==> src/rtl/spindash_pkg.sv <==
// Shared types and constants for the YM write scheduler.
package spindash_pkg;

  // Default busy windows, in cen ticks
  localparam int YM_ADDR_GAP       = 17;
  localparam int YM_DATA_GAP_LONG  = 83;
  localparam int YM_DATA_GAP_SHORT = 47;

  // Registers at or above this number take the short data gap
  localparam logic [7:0] YM_LONG_GAP_LIMIT = 8'hA0;

  typedef enum logic [1:0] {
    IDLE,
    SETUP,
    STROBE,
    HOLD
  } ym_state_e;

  typedef struct packed {
    logic [5:0] cs;
    logic [1:0] addr;
    logic [7:0] din;
  } ym_cmd_t;

  // Largest of the three gaps, used to size the busy counters
  function automatic int gap_max(input int a, input int b, input int c);
    int m;
    m = a;
    if (b > m) m = b;
    if (c > m) m = c;
    return m;
  endfunction

endpackage

==> src/rtl/ym_cmd_fifo.sv <==
// Command queue with first-word-fall-through head; depth is a power of two.
module ym_cmd_fifo
  import spindash_pkg::*;
#(
  parameter int DEPTH = 16
) (
  input  logic                     clk,
  input  logic                     rst,
  input  logic                     push,
  input  logic                     pop,
  input  ym_cmd_t                  wdata,
  output ym_cmd_t                  head,
  output logic                     full,
  output logic                     empty,
  output logic [$clog2(DEPTH):0]   level
);

  localparam int AW = $clog2(DEPTH);

  ym_cmd_t       mem [DEPTH];
  logic [AW-1:0] wr_ptr;
  logic [AW-1:0] rd_ptr;
  logic [AW:0]   count;
  logic          do_push;
  logic          do_pop;

  assign full    = (count == (AW+1)'(DEPTH));
  assign empty   = (count == '0);
  assign do_push = push && !full;
  assign do_pop  = pop && !empty;
  assign head    = mem[rd_ptr];
  assign level   = count;

  // Pointers and occupancy; pointers wrap naturally at the power-of-two depth
  always_ff @(posedge clk) begin
    if (rst) begin
      wr_ptr <= '0;
      rd_ptr <= '0;
      count  <= '0;
    end else begin
      if (do_push) wr_ptr <= wr_ptr + 1'b1;
      if (do_pop)  rd_ptr <= rd_ptr + 1'b1;
      case ({do_push, do_pop})
        2'b10:   count <= count + 1'b1;
        2'b01:   count <= count - 1'b1;
        default: count <= count;
      endcase
    end
  end

  // Entry storage; contents need no reset since occupancy gates every read
  always_ff @(posedge clk) begin
    if (do_push) mem[wr_ptr] <= wdata;
  end

endmodule

==> src/rtl/ym_write_sched.sv <==
// Replays queued host writes onto the shared YM bus, honouring each chip's busy window.
module ym_write_sched
  import spindash_pkg::*;
#(
  parameter int YM_COUNT       = 9,
  parameter int FIFO_DEPTH     = 16,
  parameter int ADDR_GAP       = YM_ADDR_GAP,
  parameter int DATA_GAP_LONG  = YM_DATA_GAP_LONG,
  parameter int DATA_GAP_SHORT = YM_DATA_GAP_SHORT
) (
  input  logic                          clk,
  input  logic                          rst,
  input  logic                          cen,
  input  logic                          in_valid,
  output logic                          in_ready,
  input  logic [5:0]                    in_cs,
  input  logic [1:0]                    in_addr,
  input  logic [7:0]                    in_din,
  output logic [5:0]                    cs,
  output logic [1:0]                    addr,
  output logic [7:0]                    din,
  output logic                          wr_n,
  output logic [$clog2(FIFO_DEPTH):0]   level,
  output logic                          drop,
  output logic                          idle
);

  localparam int MAX_GAP = gap_max(ADDR_GAP, DATA_GAP_LONG, DATA_GAP_SHORT);
  localparam int BW      = $clog2(MAX_GAP + 1);

  ym_state_e     state_q;
  ym_state_e     state_d;
  ym_cmd_t       head;
  ym_cmd_t       push_cmd;
  logic          full;
  logic          empty;
  logic          pop;
  logic          load_bus;
  logic          strobe_done;
  logic          head_valid;
  logic          head_busy;
  logic          any_busy;
  logic [5:0]    cs_q;
  logic [1:0]    addr_q;
  logic [7:0]    din_q;
  logic [7:0]    cur_reg;
  logic [BW-1:0] gap_val;
  logic [BW-1:0] busy [YM_COUNT];
  logic [7:0]    regl [YM_COUNT][2];

  assign push_cmd   = {in_cs, in_addr, in_din};
  assign in_ready   = !full;
  assign head_valid = (head.cs != 6'd0) && (head.cs <= 6'(YM_COUNT));

  ym_cmd_fifo #(.DEPTH(FIFO_DEPTH)) u_fifo (
    .clk   (clk),
    .rst   (rst),
    .push  (in_valid),
    .pop   (pop),
    .wdata (push_cmd),
    .head  (head),
    .full  (full),
    .empty (empty),
    .level (level)
  );

  // Per-chip lookups: head chip busy, latched register of the chip on the bus
  always_comb begin
    head_busy = 1'b0;
    any_busy  = 1'b0;
    cur_reg   = 8'h00;
    for (int i = 0; i < YM_COUNT; i++) begin
      if (head.cs == 6'(i + 1)) head_busy = (busy[i] != '0);
      if (cs_q == 6'(i + 1))    cur_reg   = regl[i][addr_q[1]];
      if (busy[i] != '0)        any_busy  = 1'b1;
    end
  end

  assign gap_val = !addr_q[0]                    ? BW'(ADDR_GAP)      :
                   (cur_reg < YM_LONG_GAP_LIMIT) ? BW'(DATA_GAP_LONG) :
                                                   BW'(DATA_GAP_SHORT);

  // State register
  always_ff @(posedge clk) begin
    if (rst) state_q <= IDLE;
    else     state_q <= state_d;
  end

  // Next state, queue pop and discard pulse
  always_comb begin
    state_d     = state_q;
    pop         = 1'b0;
    load_bus    = 1'b0;
    drop        = 1'b0;
    strobe_done = 1'b0;
    case (state_q)
      IDLE: begin
        if (!empty) begin
          if (!head_valid) begin
            pop  = 1'b1;
            drop = 1'b1;
          end else if (!head_busy) begin
            pop      = 1'b1;
            load_bus = 1'b1;
            state_d  = SETUP;
          end
        end
      end
      SETUP:   state_d = STROBE;
      STROBE: begin
        if (cen) begin
          strobe_done = 1'b1;
          state_d     = HOLD;
        end
      end
      HOLD:    state_d = IDLE;
      default: state_d = IDLE;
    endcase
  end

  // Bus registers: loaded on issue, chip select released when HOLD ends
  always_ff @(posedge clk) begin
    if (rst) begin
      cs_q   <= 6'd0;
      addr_q <= 2'd0;
      din_q  <= 8'h00;
    end else if (load_bus) begin
      cs_q   <= head.cs;
      addr_q <= head.addr;
      din_q  <= head.din;
    end else if (state_q == HOLD) begin
      cs_q   <= 6'd0;
    end
  end

  // Busy countdown per chip; a fresh load on strobe exit wins over the cen decrement
  always_ff @(posedge clk) begin
    if (rst) begin
      for (int i = 0; i < YM_COUNT; i++) busy[i] <= '0;
    end else begin
      for (int i = 0; i < YM_COUNT; i++) begin
        if (strobe_done && (cs_q == 6'(i + 1)))
          busy[i] <= gap_val;
        else if (cen && (busy[i] != '0))
          busy[i] <= busy[i] - 1'b1;
      end
    end
  end

  // Latched register number per chip and port, captured on address-write exit
  always_ff @(posedge clk) begin
    if (rst) begin
      for (int i = 0; i < YM_COUNT; i++) begin
        regl[i][0] <= 8'h00;
        regl[i][1] <= 8'h00;
      end
    end else begin
      for (int i = 0; i < YM_COUNT; i++) begin
        if (strobe_done && !addr_q[0] && (cs_q == 6'(i + 1)))
          regl[i][addr_q[1]] <= din_q;
      end
    end
  end

  assign cs   = cs_q;
  assign addr = addr_q;
  assign din  = din_q;
  assign wr_n = (state_q != STROBE);
  assign idle = empty && (state_q == IDLE) && !any_busy;

endmodule

==> config.mk <==
export PLATFORM = sky130hd
export DESIGN_NAME = ym_write_sched
export DESIGN_NICKNAME = d
export VERILOG_FILES = /design/src/rtl/spindash_pkg.sv /design/src/rtl/ym_cmd_fifo.sv /design/src/rtl/ym_write_sched.sv
export SDC_FILE = /design/constraint.sdc
export NUM_CORES = 1
export LEC_CHECK = 0
export CAP_MARGIN = 5
export CORE_MARGIN = 10
export CORE_UTILIZATION = 29
export CTS_BUF_LIST = sky130_fd_sc_hd__clkbuf_8 sky130_fd_sc_hd__clkbuf_16
export DETAILED_ROUTE_END_ITERATION = 10
export HOLD_SLACK_MARGIN = 0.08
export PLACE_DENSITY_LB_ADDON = 0.3
export SYNTH_ARGS = -nofsm -noshare
export SYNTH_HDL_FRONTEND = slang
export SYNTH_HIERARCHICAL = 1
export SYNTH_SLANG_ARGS = --single-unit
==> constraint.sdc <==
create_clock -name clk -period 5.14 [get_ports clk]
set_clock_uncertainty 0.2 [all_clocks]
set_input_delay 0.771 -clock clk [delete_from_list [all_inputs] [get_ports clk]]
set_output_delay 0.771 -clock clk [all_outputs]
set_load 0.1 [all_outputs]
==> out/metrics.yaml, run 1 <==
final_layout:
  antenna_cells: 0
  multiInputGateArea_mm2: 0.005714
  layoutNonFillerInstCount: 2171
  n_fill_cell: 5985
  fin_util_pct: 34.20
  drive_above_1_share_pct: 17.17
  area_delta_synth_final_pct: 17.13
  seq_area_mm2: 0.01191
  nets: 1344
placement:
  dpl.cell_count: 2094
  dp_hpwl_mm: 26.85
  io_buffers: 44
  gp_congestion: 0.7794
drt:
  postRouteAntennaNets: 0
  drc: 0
  num_vias: 10550
  vias_per_cell: 4.860
  wl_per_cell_um: 19.63
  wl_mm: 42.62
  first_iter_violations: 1046
  first_pass_iters: 5
floorplan:
  die_area_mm2: 0.07238
  fp-row-count: 91
  die_h_um: 269.0
  coreArea_mm2: 0.06160
  start_util_pct: 29.20
  fp.dieW_um: 269.0
  io_pins: 45
timing:
  fmax_mhz: 203.2
  slew_headroom_pct: 23.45
  finalCritPeriodShare_pct: 95.76
  hold_viol_final: 0
  min_period_ns: 4.922
  timing.final.max_slew_violations: 0
  setup_viol: 0
  tightest_slew_ns: 1.144
  timing.hold.ws_ns: 0.2950
  tns_ns: 0
synthesis:
  ys.flop_type: "edfxtp_1"
  post-synth-top-count-cell: "edfxtp_1"
  ys_ff_latch: 408
  synth_simple_gate_area_share_pct: 11.97
  synthesis.nets: 1276
  syn_area_mm2: 0.01799
  synth_warnings: 6
  synth-edff-count: 373
  syn_inst: 1236
  ys_seq_area_share_pct: 66.17
  synthXorXnorAreaFrac_pct: 2.045
  yosys.area.top_type: "edfxtp_1"
  yosys.area_share.adder_pct: 1.391
  synth_top_area_share_pct: 62.27
  synthTopCellsByCount: "edfxtp_1 (373), nor2_1 (128), mux4_2 (64)"
  syn_area_per_cell_um2: 14.55
  synth_top_family_by_area: "simple AND/OR/NAND/NOR gates"
  synth_cell_type_count: 79
  muxShareOfSynthArea_pct: 8.960
  synthArstFlopShare_pct: 0
  netlist_top_cells_area: "edfxtp_1 (62%), mux4_2 (8.0%), dfxtp_1 (3.9%)"
  synth_compound_area_share_pct: 6.963
setup_path:
  reg2reg_depth: 18
  crit_slowest_cell: "or4_1"
  cp_slowest_stage_delay_ns: 0.58
  start_kind: "register"
  rrSetupSlack_ns: 0.26
  path_delay_family: "simple AND/OR/NAND/NOR gates"
  crit_fanout: 11
  critPathKind: "register to primary output"
  worstPathCellList: "buf_16 > buf_4 > mux4_2 > a22oi_1 > nand2_1 > or4_1 > nand3_1 > inv_1 > nor2_1 > buf_6"
  worst-path-buf-inv: 4
  required_ns: 4.17
  end_kind: "primary output"
  cp.arrival_ns: 3.95
  r2r_end: "u_fifo/level[4]$_SDFFE_PP0P_"
job:
  drv_cap: 0
worst_hold_path:
  min_from: "din[4]$_SDFFE_PP0P_"
  min_path_cells: 2
  min_to: "din[4]$_SDFFE_PP0P_"
  hp-class: "register to register"
clocking:
  path_clk_slew_ns: 0.06
  hold_buffers: 0
  numCtsBuffers: 44
  clock_path_buffers: 3
  cts.sinks: 408
  clock_latency_ns: 0.58
  htreeDepth: 2
  cts-root-buf: "clkbuf_16"
  cts_tree: "yes"
global_routing:
  grt-ovfl-total: 0
  antenna_found_initial: 2
  grt_max_degree: 41
  grt_util_all_layers_pct: 11.67
  grt_pass1_vias: 10510
  grt_pass1_wl_mm: 64.83
power_and_ir_drop:
  power_leakage_nw: 7.283
  p_per_area_mw_per_mm2: 457.1
  irDropWorstVdd_mv: 0.2185
outcome:
  status: "completed"
per-layer routing:
layer,up-vias,track usage (%),part of all wire (%)
li1,4875,-,-
met1,5359,15.89,46
met4,4,3.158,1.8
met5,-,0,0.063
met2,248,18.75,47
met3,66,2.243,5.4
worst register-to-register path: stages (launching register included):
cell       delay [ns]
dfxtp_4          0.53
buf_16           0.20
mux4_2           0.52
a22oi_1          0.23
nand2_2          0.19
or4b_4           0.58
nor3b_2          0.20
a22oi_1          0.09
and4_4           0.19
nor2_1           0.23
nor2_2           0.12
o21ai_4          0.10
inv_1            0.07
ha_2             0.25
xor2_1           0.16
ha_1             0.24
o31ai_1          0.35
o22ai_1          0.13
nand4bb_1        0.18
through the flow:
stage / worst slack (ns) / power [mW] / instance area, um2
after CTS: 0.04892 / 9.681 / 21030
final: 0.2178 / 9.631 / 21070
after global routing: -0.01231 / 10.08 / 21070
after detailed placement: 0.04877 / 6.476 / 19580
after global placement: 0.2114 / 6.434 / 19580
after floorplan: 0.3827 / 5.878 / 17990
area by class of cell:
cell class	count	area share (%)
sequential	408	56.51
multi-input combinational	725	27.12
inverter	33	0.5880
timing repair buffer	92	3.926
clock buffer	50	5.672
clock inverter	26	1.206
tap	837	4.971
where the power goes:
part	leakage [nW]	total, mW	switching (mW)	internal, mW
combinational	2.73	2.42	1.47	0.942
clock	0.737	3.19	1.32	1.87
sequential	3.82	4.03	0.189	3.84
total	7.28	9.63	2.98	6.65
cells in the final DEF, fill, tap and decap left out, types with 12 or more instances in the layout:
cell               n
a211oi_1          21
a21o_1            17
a21oi_1           19
a22oi_1           34
and2_1            31
and3_1            37
buf_4             47
clkbuf_16         45
clkdlybuf4s50_1   41
dfxtp_1           33
edfxtp_1         373
ha_1              19
inv_1             40
mux2i_1           17
mux4_2            64
nand2_1           58
nand2b_1          15
nand3_1           19
nand3b_1          13
nor2_1           115
nor2_2            13
nor2b_1           13
nor3_1            30
o211ai_1          12
o21ai_0           20
or3_1             16
xnor2_1           15
xor2_1            27
flip-flops by register name, indices dropped and copies added (netlist names), 4 cells and up, named ones only:
register and count:
u_fifo/mem 256, busy 63, regl 54, din 8, cs 6, u_fifo/level 5
u_fifo/rd_ptr 4, u_fifo/wr_ptr 4
cells by family after synthesis:
logic type / Yosys count
compound gates: 171
simple gates: 411
fa+ha+maj: 20
xor+xnor: 42
flops: 408
mux: 81
buf+inv: 103
worst max-delay path by stage:
stage / end / cells after the start
6_report: drop / 10
5_1_grt: u_fifo/level[4]$_SDFFE_PP0P_ / 18
4_1_cts: u_fifo/level[4]$_SDFFE_PP0P_ / 18
3_3_place_gp: u_fifo/level[4]$_SDFFE_PP0P_ / 18
3_5_place_dp: u_fifo/level[4]$_SDFFE_PP0P_ / 18
2_1_floorplan: u_fifo/level[4]$_SDFFE_PP0P_ / 22
timing repair:
item	CTS	global route
endpoints found under the setup margin	0	3
gates resized for setup	0	6
setup buffers	0	1
(Power assumes the default switching activity.)
==> run 2, diff against run 1 <==
--- a/config.mk
+++ b/config.mk
@@ -5,14 +5,14 @@
 export SDC_FILE = /design/constraint.sdc
 export NUM_CORES = 1
 export LEC_CHECK = 0
-export CAP_MARGIN = 5
+export CAP_MARGIN = 10
 export CORE_MARGIN = 10
 export CORE_UTILIZATION = 29
 export CTS_BUF_LIST = sky130_fd_sc_hd__clkbuf_8 sky130_fd_sc_hd__clkbuf_16
+export CTS_CLUSTER_DIAMETER = 30
 export DETAILED_ROUTE_END_ITERATION = 10
 export HOLD_SLACK_MARGIN = 0.08
 export PLACE_DENSITY_LB_ADDON = 0.3
 export SYNTH_ARGS = -nofsm -noshare
 export SYNTH_HDL_FRONTEND = slang
-export SYNTH_HIERARCHICAL = 1
 export SYNTH_SLANG_ARGS = --single-unit
==> run 2 against run 1 <==
Non-clock buffer count increased by 4. Via count increased by 0.12%. Flip-flop and latch count unchanged. Routed wire length decreased by 2.5%. Global-route usage about the same. Largest power group is now clock. Cell count increased by 0.28%. Power increased by 25%. First-iteration DRC count decreased by 29%. Sequential power about the same.
==> out/metrics.yaml, run 2 <==
synthesis:
  synth_top_family_by_area: "simple AND/OR/NAND/NOR gates"
  netlist_top_cells_area: "edfxtp_1 (64%), mux4_2 (8.3%), dfxtp_1 (4.0%)"
  synthesis.nets: 1248
  synth_compound_area_share_pct: 5.876
  post-synth-top-count-cell: "edfxtp_1"
  synthTopCellsByCount: "edfxtp_1 (373), nand2_1 (97), nor2_1 (91)"
  synthXorXnorAreaFrac_pct: 2.241
  synth_cell_type_count: 56
  ys.flop_type: "edfxtp_1"
  yosys.area_share.adder_pct: 1.636
  synth_top_area_share_pct: 63.69
  ys_seq_area_share_pct: 67.67
  syn_area_mm2: 0.01759
  ys_ff_latch: 408
  synth_simple_gate_area_share_pct: 10.87
  yosys.area.top_type: "edfxtp_1"
  synth-edff-count: 373
  synthArstFlopShare_pct: 0
  muxShareOfSynthArea_pct: 9.469
  synth_warnings: 0
  syn_area_per_cell_um2: 14.59
  syn_inst: 1205
global_routing:
  use_met2_pct: 18.59
  grt_pass1_vias: 10780
  grt_util_all_layers_pct: 11.70
  antenna_found_initial: 0
  grt_pass1_wl_mm: 63.60
  grt-ovfl-total: 0
  met1_usage_pct: 15.39
  grt_max_degree: 42
  met3_usage_pct: 2.925
  top_usage_layer: "met2"
drt:
  drc: 0
  wl_per_cell_um: 19.09
  vias_per_cell: 4.853
  num_vias: 10570
  wl_mm: 41.57
  first_pass_iters: 5
  postRouteAntennaNets: 0
  first_iter_violations: 742
clocking:
  path_clk_slew_ns: 0.04
  numCtsBuffers: 86
  cts_tree: "yes"
  clock_latency_ns: 0.61
  cts-root-buf: "clkbuf_16"
  clock_path_buffers: 3
  cts.sinks: 408
  htreeDepth: 3
floorplan:
  fp.dieW_um: 266.3
  die_h_um: 266.3
  coreArea_mm2: 0.06025
  die_area_mm2: 0.07089
  start_util_pct: 29.19
  fp-row-count: 90
  io_pins: 45
placement:
  io_buffers: 44
  dp_hpwl_mm: 25.39
  gp_congestion: 0.7554
final_layout:
  antenna_cells: 0
  mostFrequentLayoutCells: "edfxtp_1 (373), nand2_1 (97), clkbuf_16 (87), nor2_1 (79), a21oi_1 (68)"
  reg_top3: "u_fifo.mem: 256 flops, busy: 63 flops, regl: 54 flops"
  nets: 1367
  final_common_cell: "edfxtp_1"
  area_delta_synth_final_pct: 26.73
  top_register: "u_fifo.mem"
  drive_above_1_share_pct: 20.93
  largest_reg_flops: 256
power_and_ir_drop:
  irDropWorstVdd_mv: 0.2450
  power_leakage_nw: 7.778
  p_per_area_mw_per_mm2: 539.1
  finalPower_mw: 12.02
timing:
  hold_viol_final: 0
  timing.hold.ws_ns: 0.2984
  tightest_slew_ns: 1.113
  fmax_mhz: 217.6
  slew_headroom_pct: 25.38
  tns_ns: 0
  timing.final.max_slew_violations: 0
  rsz0062_at_grt: "false"
  finalCritPeriodShare_pct: 89.40
  min_period_ns: 4.595
  setup_viol: 0
worst_hold_path:
  hp-class: "register to register"
outcome:
  status: "completed"
setup_path:
  end_kind: "register"
  critPathKind: "register to register"
  crit_fanout: 16
  start_kind: "register"
  required_ns: 5.48
  cp.arrival_ns: 4.93
job:
  drv_cap: 0
-- run 2: cell count changes after synthesis, sizes merged, moves of 13 or more --
cell,previous run,this run
a21oi,20,68
a22oi,34,2
and2,32,10
and3,37,50
nand2,60,97
nor2,128,91
-- run 2: cell type report --
class	instances	area, um2
clock buffer	92	2246
clock inverter	67	832.0
fill	5666	37960
inverter	33	123.9
multi-input combinational	699	5360
sequential	408	11910
tap	782	978.4
timing repair buffer	96	838.3
-- run 2: logic make-up after synthesis --
| family | count (synthesis) |
|---|---|
| AOI/OAI and AO/OA | 171 |
| xor gates and xnor gates | 45 |
| adders and majority gates | 23 |
| buffers and inverters | 98 |
| DFF | 408 |
| muxes | 85 |
| and+or+nand+nor | 375 |
-- run 2: path summary, 6_finish.rpt --
kind / start / to / slack [ns] / cells past startpoint
setup / recovery: register / u_fifo.level[4]$_SDFFE_PP0P_ / 0.55 / 17
hold / removal: u_fifo.rd_ptr[3]$_SDFFE_PP0N_ / u_fifo.rd_ptr[3]$_SDFFE_PP0N_ / 0.30 / 2
setup reg to reg: register / u_fifo.level[4]$_SDFFE_PP0P_ / 0.55 / 17
hold reg to reg: u_fifo.rd_ptr[3]$_SDFFE_PP0N_ / u_fifo.rd_ptr[3]$_SDFFE_PP0N_ / 0.30 / 2
-- run 2: critical path: stages, from the launching register on --
cell and delay [ns]:
dfxtp_4 0.56, mux4_2 0.56, mux2i_1 0.26, nand2_1 0.14, a211oi_1 0.30, a22o_1 0.23
nor2_1 0.05, a21oi_1 0.37, inv_1 0.12, ha_1 0.34, xor2_1 0.19, ha_1 0.22
o21ai_0 0.17, a21oi_1 0.09, a21oi_1 0.17, xor2_1 0.09, or3_1 0.31, a21oi_1 0.14
-- run 2: report_power, final --
part	internal (mW)	switching (mW)
registers	3.84	0.204
logic	0.875	1.30
clock network	4.04	1.76
-- run 2: metal layers --
layer / wire, um / vias to the layer above
li1: - / 4924
met1: 18520 / 5282
met2: 19630 / 296
met3: 2634 / 63
met4: 787 / 0
met5: 0 / -
-- run 2: stage by stage --
step                area [um2]  instances  setup slack (ns)  utilization, %
detailed placement       19170       2016            0.3525           31.83
CTS                      22250       2175            0.3311           36.94
global placement         19170       2016            0.3869           31.83
finish                   22290       2177            0.5450           36.99
global route             22290       2177            0.1032           36.99
floorplan                17590       1205            0.5350               -
-- run 2: repair_timing --
action                                  CTS  global route
endpoints found under the setup margin    0             1
gates resized for setup                   0             1
hold buffers                              0             0
setup buffers                             0             1
hold endpoints to repair                  0             0
==> run 3, diff against run 2 <==
--- a/config.mk
+++ b/config.mk
@@ -5,6 +5,7 @@
 export SDC_FILE = /design/constraint.sdc
 export NUM_CORES = 1
 export LEC_CHECK = 0
+export ABC_AREA = 1
 export CAP_MARGIN = 10
 export CORE_MARGIN = 10
 export CORE_UTILIZATION = 29
==> run 3 against run 2 <==
Synthesized cell count up 48%. Fmax up 5.0%. Power up 0.95%. Cell area up 1.4%. Clock power down 11%. Area after synthesis up 4.8%. Flip-flop and latch count unchanged. Via count up 25%. Utilization down 1.1 points. Routed wire length up 17%. Cell count up 28%. Critical path type is now register to primary output. Highest routed layer is now met5.
==> out/metrics.yaml, run 3 <==
outcome:
  status: "completed"
synthesis:
  ys_seq_area_share_pct: 64.56
  netlist_top_cells_area: "edfxtp_1 (61%), nor2_1 (6.3%), nand2_1 (5.9%)"
  synthTopCellsByCount: "edfxtp_1 (373), nor2_1 (307), nand2_1 (288)"
  ys.flop_type: "edfxtp_1"
  synthesis.nets: 1826
  ys_ff_latch: 408
  yosys.area.top_type: "edfxtp_1"
  synth_top_area_share_pct: 60.76
  synth_cell_type_count: 45
  syn_area_mm2: 0.01843
  post-synth-top-count-cell: "edfxtp_1"
  syn_area_per_cell_um2: 10.34
  synth_warnings: 0
  synthArstFlopShare_pct: 0
  syn_inst: 1783
  synth-edff-count: 373
drt:
  first_iter_violations: 1154
  wl_mm: 48.69
  wl_met3_mm: 3.067
  wl_met2_mm: 23.06
  vias_per_cell: 4.754
  num_vias: 13220
  m1WireLength_mm: 21.54
  postRouteAntennaNets: 0
  drc: 0
  wl_per_cell_um: 17.51
  highest-signal-layer: "met5"
  first_pass_iters: 5
clocking:
  clock_path_buffers: 3
  ctsResizeCount: 0
  cts.sinks: 408
  post-cts-setup-buffers: 0
  hold_buffers: 0
  cts-root-buf: "clkbuf_16"
  cts_tree: "yes"
  htreeDepth: 3
  numCtsBuffers: 82
  clock_latency_ns: 0.60
  path_clk_slew_ns: 0.05
global_routing:
  grt-ovfl-total: 0
  grt_util_all_layers_pct: 12.89
  grt_pass1_wl_mm: 74.58
  grt_pass1_vias: 12870
  grt_max_degree: 65
  antenna_found_initial: 3
setup_path:
  end_kind: "primary output"
  required_ns: 4.17
  rrSetupSlack_ns: 0.77
  start_kind: "register"
  cp_slowest_stage_delay_ns: 0.61
  path_common_cell: "nand2_1"
  worstPathCellList: "buf_4 > o21ai_0 > o211ai_1 > nand3_1 > nand2_1 > nor2_4 > nand3_1 > nand2_1 > nand2_1 > nand2_2 > nor2_1 > buf_12"
  cp.arrival_ns: 3.41
  crit_fanout: 63
  r2r_end: "u_fifo.level[4]$_SDFFE_PP0P_"
  critPathKind: "register to primary output"
  crit_slowest_cell: "buf_4"
  reg2reg_depth: 28
floorplan:
  die_h_um: 272.1
  fp.dieW_um: 272.1
  die_area_mm2: 0.07405
  coreArea_mm2: 0.06297
  start_util_pct: 29.28
  fp-row-count: 92
  io_pins: 45
final_layout:
  mostFrequentLayoutCells: "edfxtp_1 (373), nor2_1 (291), nand2_1 (288), inv_1 (168), o21ai_0 (164)"
  nets: 1906
  top_register: "u_fifo.mem"
  largest_reg_flops: 256
  drive_above_1_share_pct: 11.54
  layoutNonFillerInstCount: 2780
  fin_util_pct: 35.88
  final_common_cell: "edfxtp_1"
  n_fill_cell: 6248
  area_delta_synth_final_pct: 22.54
  reg_top3: "u_fifo.mem: 256 flops, busy: 63 flops, regl: 54 flops"
timing:
  finalCritPeriodShare_pct: 85.15
  setup_viol: 0
  hold_viol_final: 0
  slew_headroom_pct: 33.11
  tns_ns: 0
  tightest_slew_ns: 1.000
  timing.hold.ws_ns: 0.2992
  rsz0062_at_grt: "false"
  timing.final.max_slew_violations: 0
  min_period_ns: 4.377
  fmax_mhz: 228.5
placement:
  io_buffers: 44
  gp_congestion: 0.7674
  dpl.cell_count: 2625
  dp_hpwl_mm: 28.96
power_and_ir_drop:
  finalPower_mw: 12.13
  power_leakage_nw: 8.383
  irDropWorstVdd_mv: 0.4379
  p_per_area_mw_per_mm2: 537.0
job:
  drv_cap: 0
worst_hold_path:
  min_path_cells: 2
  min_from: "u_fifo.rd_ptr[3]$_SDFFE_PP0N_"
  hp-class: "register to register"
run 3: cell count changes after synthesis, sizes merged, moves of 20 or more:
cell	before	now
o22ai	3	24
inv	32	168
and3	50	0
mux4	65	0
a211oi	25	0
o221ai	0	20
nand2	97	295
nand3	16	108
o21ai	36	178
nor2	91	314
run 3: final cells by class:
cell class / instances / area, um2 / area share [%]
Antenna cell: 1 / 2.502 / 0.01108
Clock buffer: 89 / 2148 / 9.510
Clock inverter: 65 / 620.6 / 2.747
Inverter: 173 / 654.4 / 2.897
Multi-Input combinational cell: 1126 / 5540 / 24.53
Sequential cell: 408 / 11910 / 52.71
Tap cell: 846 / 1059 / 4.686
Timing Repair Buffer: 72 / 658.1 / 2.913
run 3: cells by family (layout without fill, tap and decap cells):
| logic type | Yosys count | count (layout) | synth area share [%] |
|---|---|---|---|
| adder cells (fa/ha/maj) | 23 | 23 | 1.561 |
| XOR/XNOR | 30 | 30 | 1.425 |
| flip-flops | 408 | 408 | 64.56 |
| other | 0 | 1 | 0 |
| AO/OA/AOI/OAI | 312 | 312 | 9.455 |
| multiplexers | 1 | 1 | 0.05430 |
| buffers and inverters | 249 | 399 | 5.708 |
| AND/OR/NAND/NOR | 760 | 760 | 17.23 |
run 3: metal layers:
| layer | up-vias | track usage, % |
|---|---|---|
| met5 | - | 0 |
| met4 | 4 | 3.933 |
| met3 | 83 | 3.023 |
| met2 | 381 | 21.48 |
| met1 | 6405 | 16.38 |
| li1 | 6342 | - |
run 3: through the flow:
step                area [um2]  setup slack, ns
floorplan                18430           0.6766
global placement         19820           0.8717
detailed placement       19820           0.8287
CTS                      22590           0.6961
global route             22590           0.3688
finish                   22590           0.7634
run 3: worst max path at each step:
stage | startpoint | to
3_3_place_gp | register | u_fifo.level[4]$_SDFFE_PP0P_
2_1_floorplan | u_fifo.level[1]$_SDFFE_PP0P_ | idle
4_1_cts | register | drop
6_report | register | drop
5_1_grt | register | u_fifo.level[4]$_SDFFE_PP0P_
3_5_place_dp | register | u_fifo.level[4]$_SDFFE_PP0P_
run 3: report_power, final:
| group | total, mW | switching [mW] | internal (mW) |
|---|---|---|---|
| Clock | 5.17 | 1.78 | 3.39 |
| Combinational | 2.91 | 2.13 | 0.778 |
| Sequential | 4.05 | 0.168 | 3.88 |
| Total | 12.1 | 4.08 | 8.05 |
run 3: worst max-delay path, delay by kind of cell (launching register included):
family	cells	cell delay [ns]
AND/OR/NAND/NOR	8	1.14
buffers and inverters	2	0.85
AO/OA/AOI/OAI	2	0.49
flip-flops	1	0.33
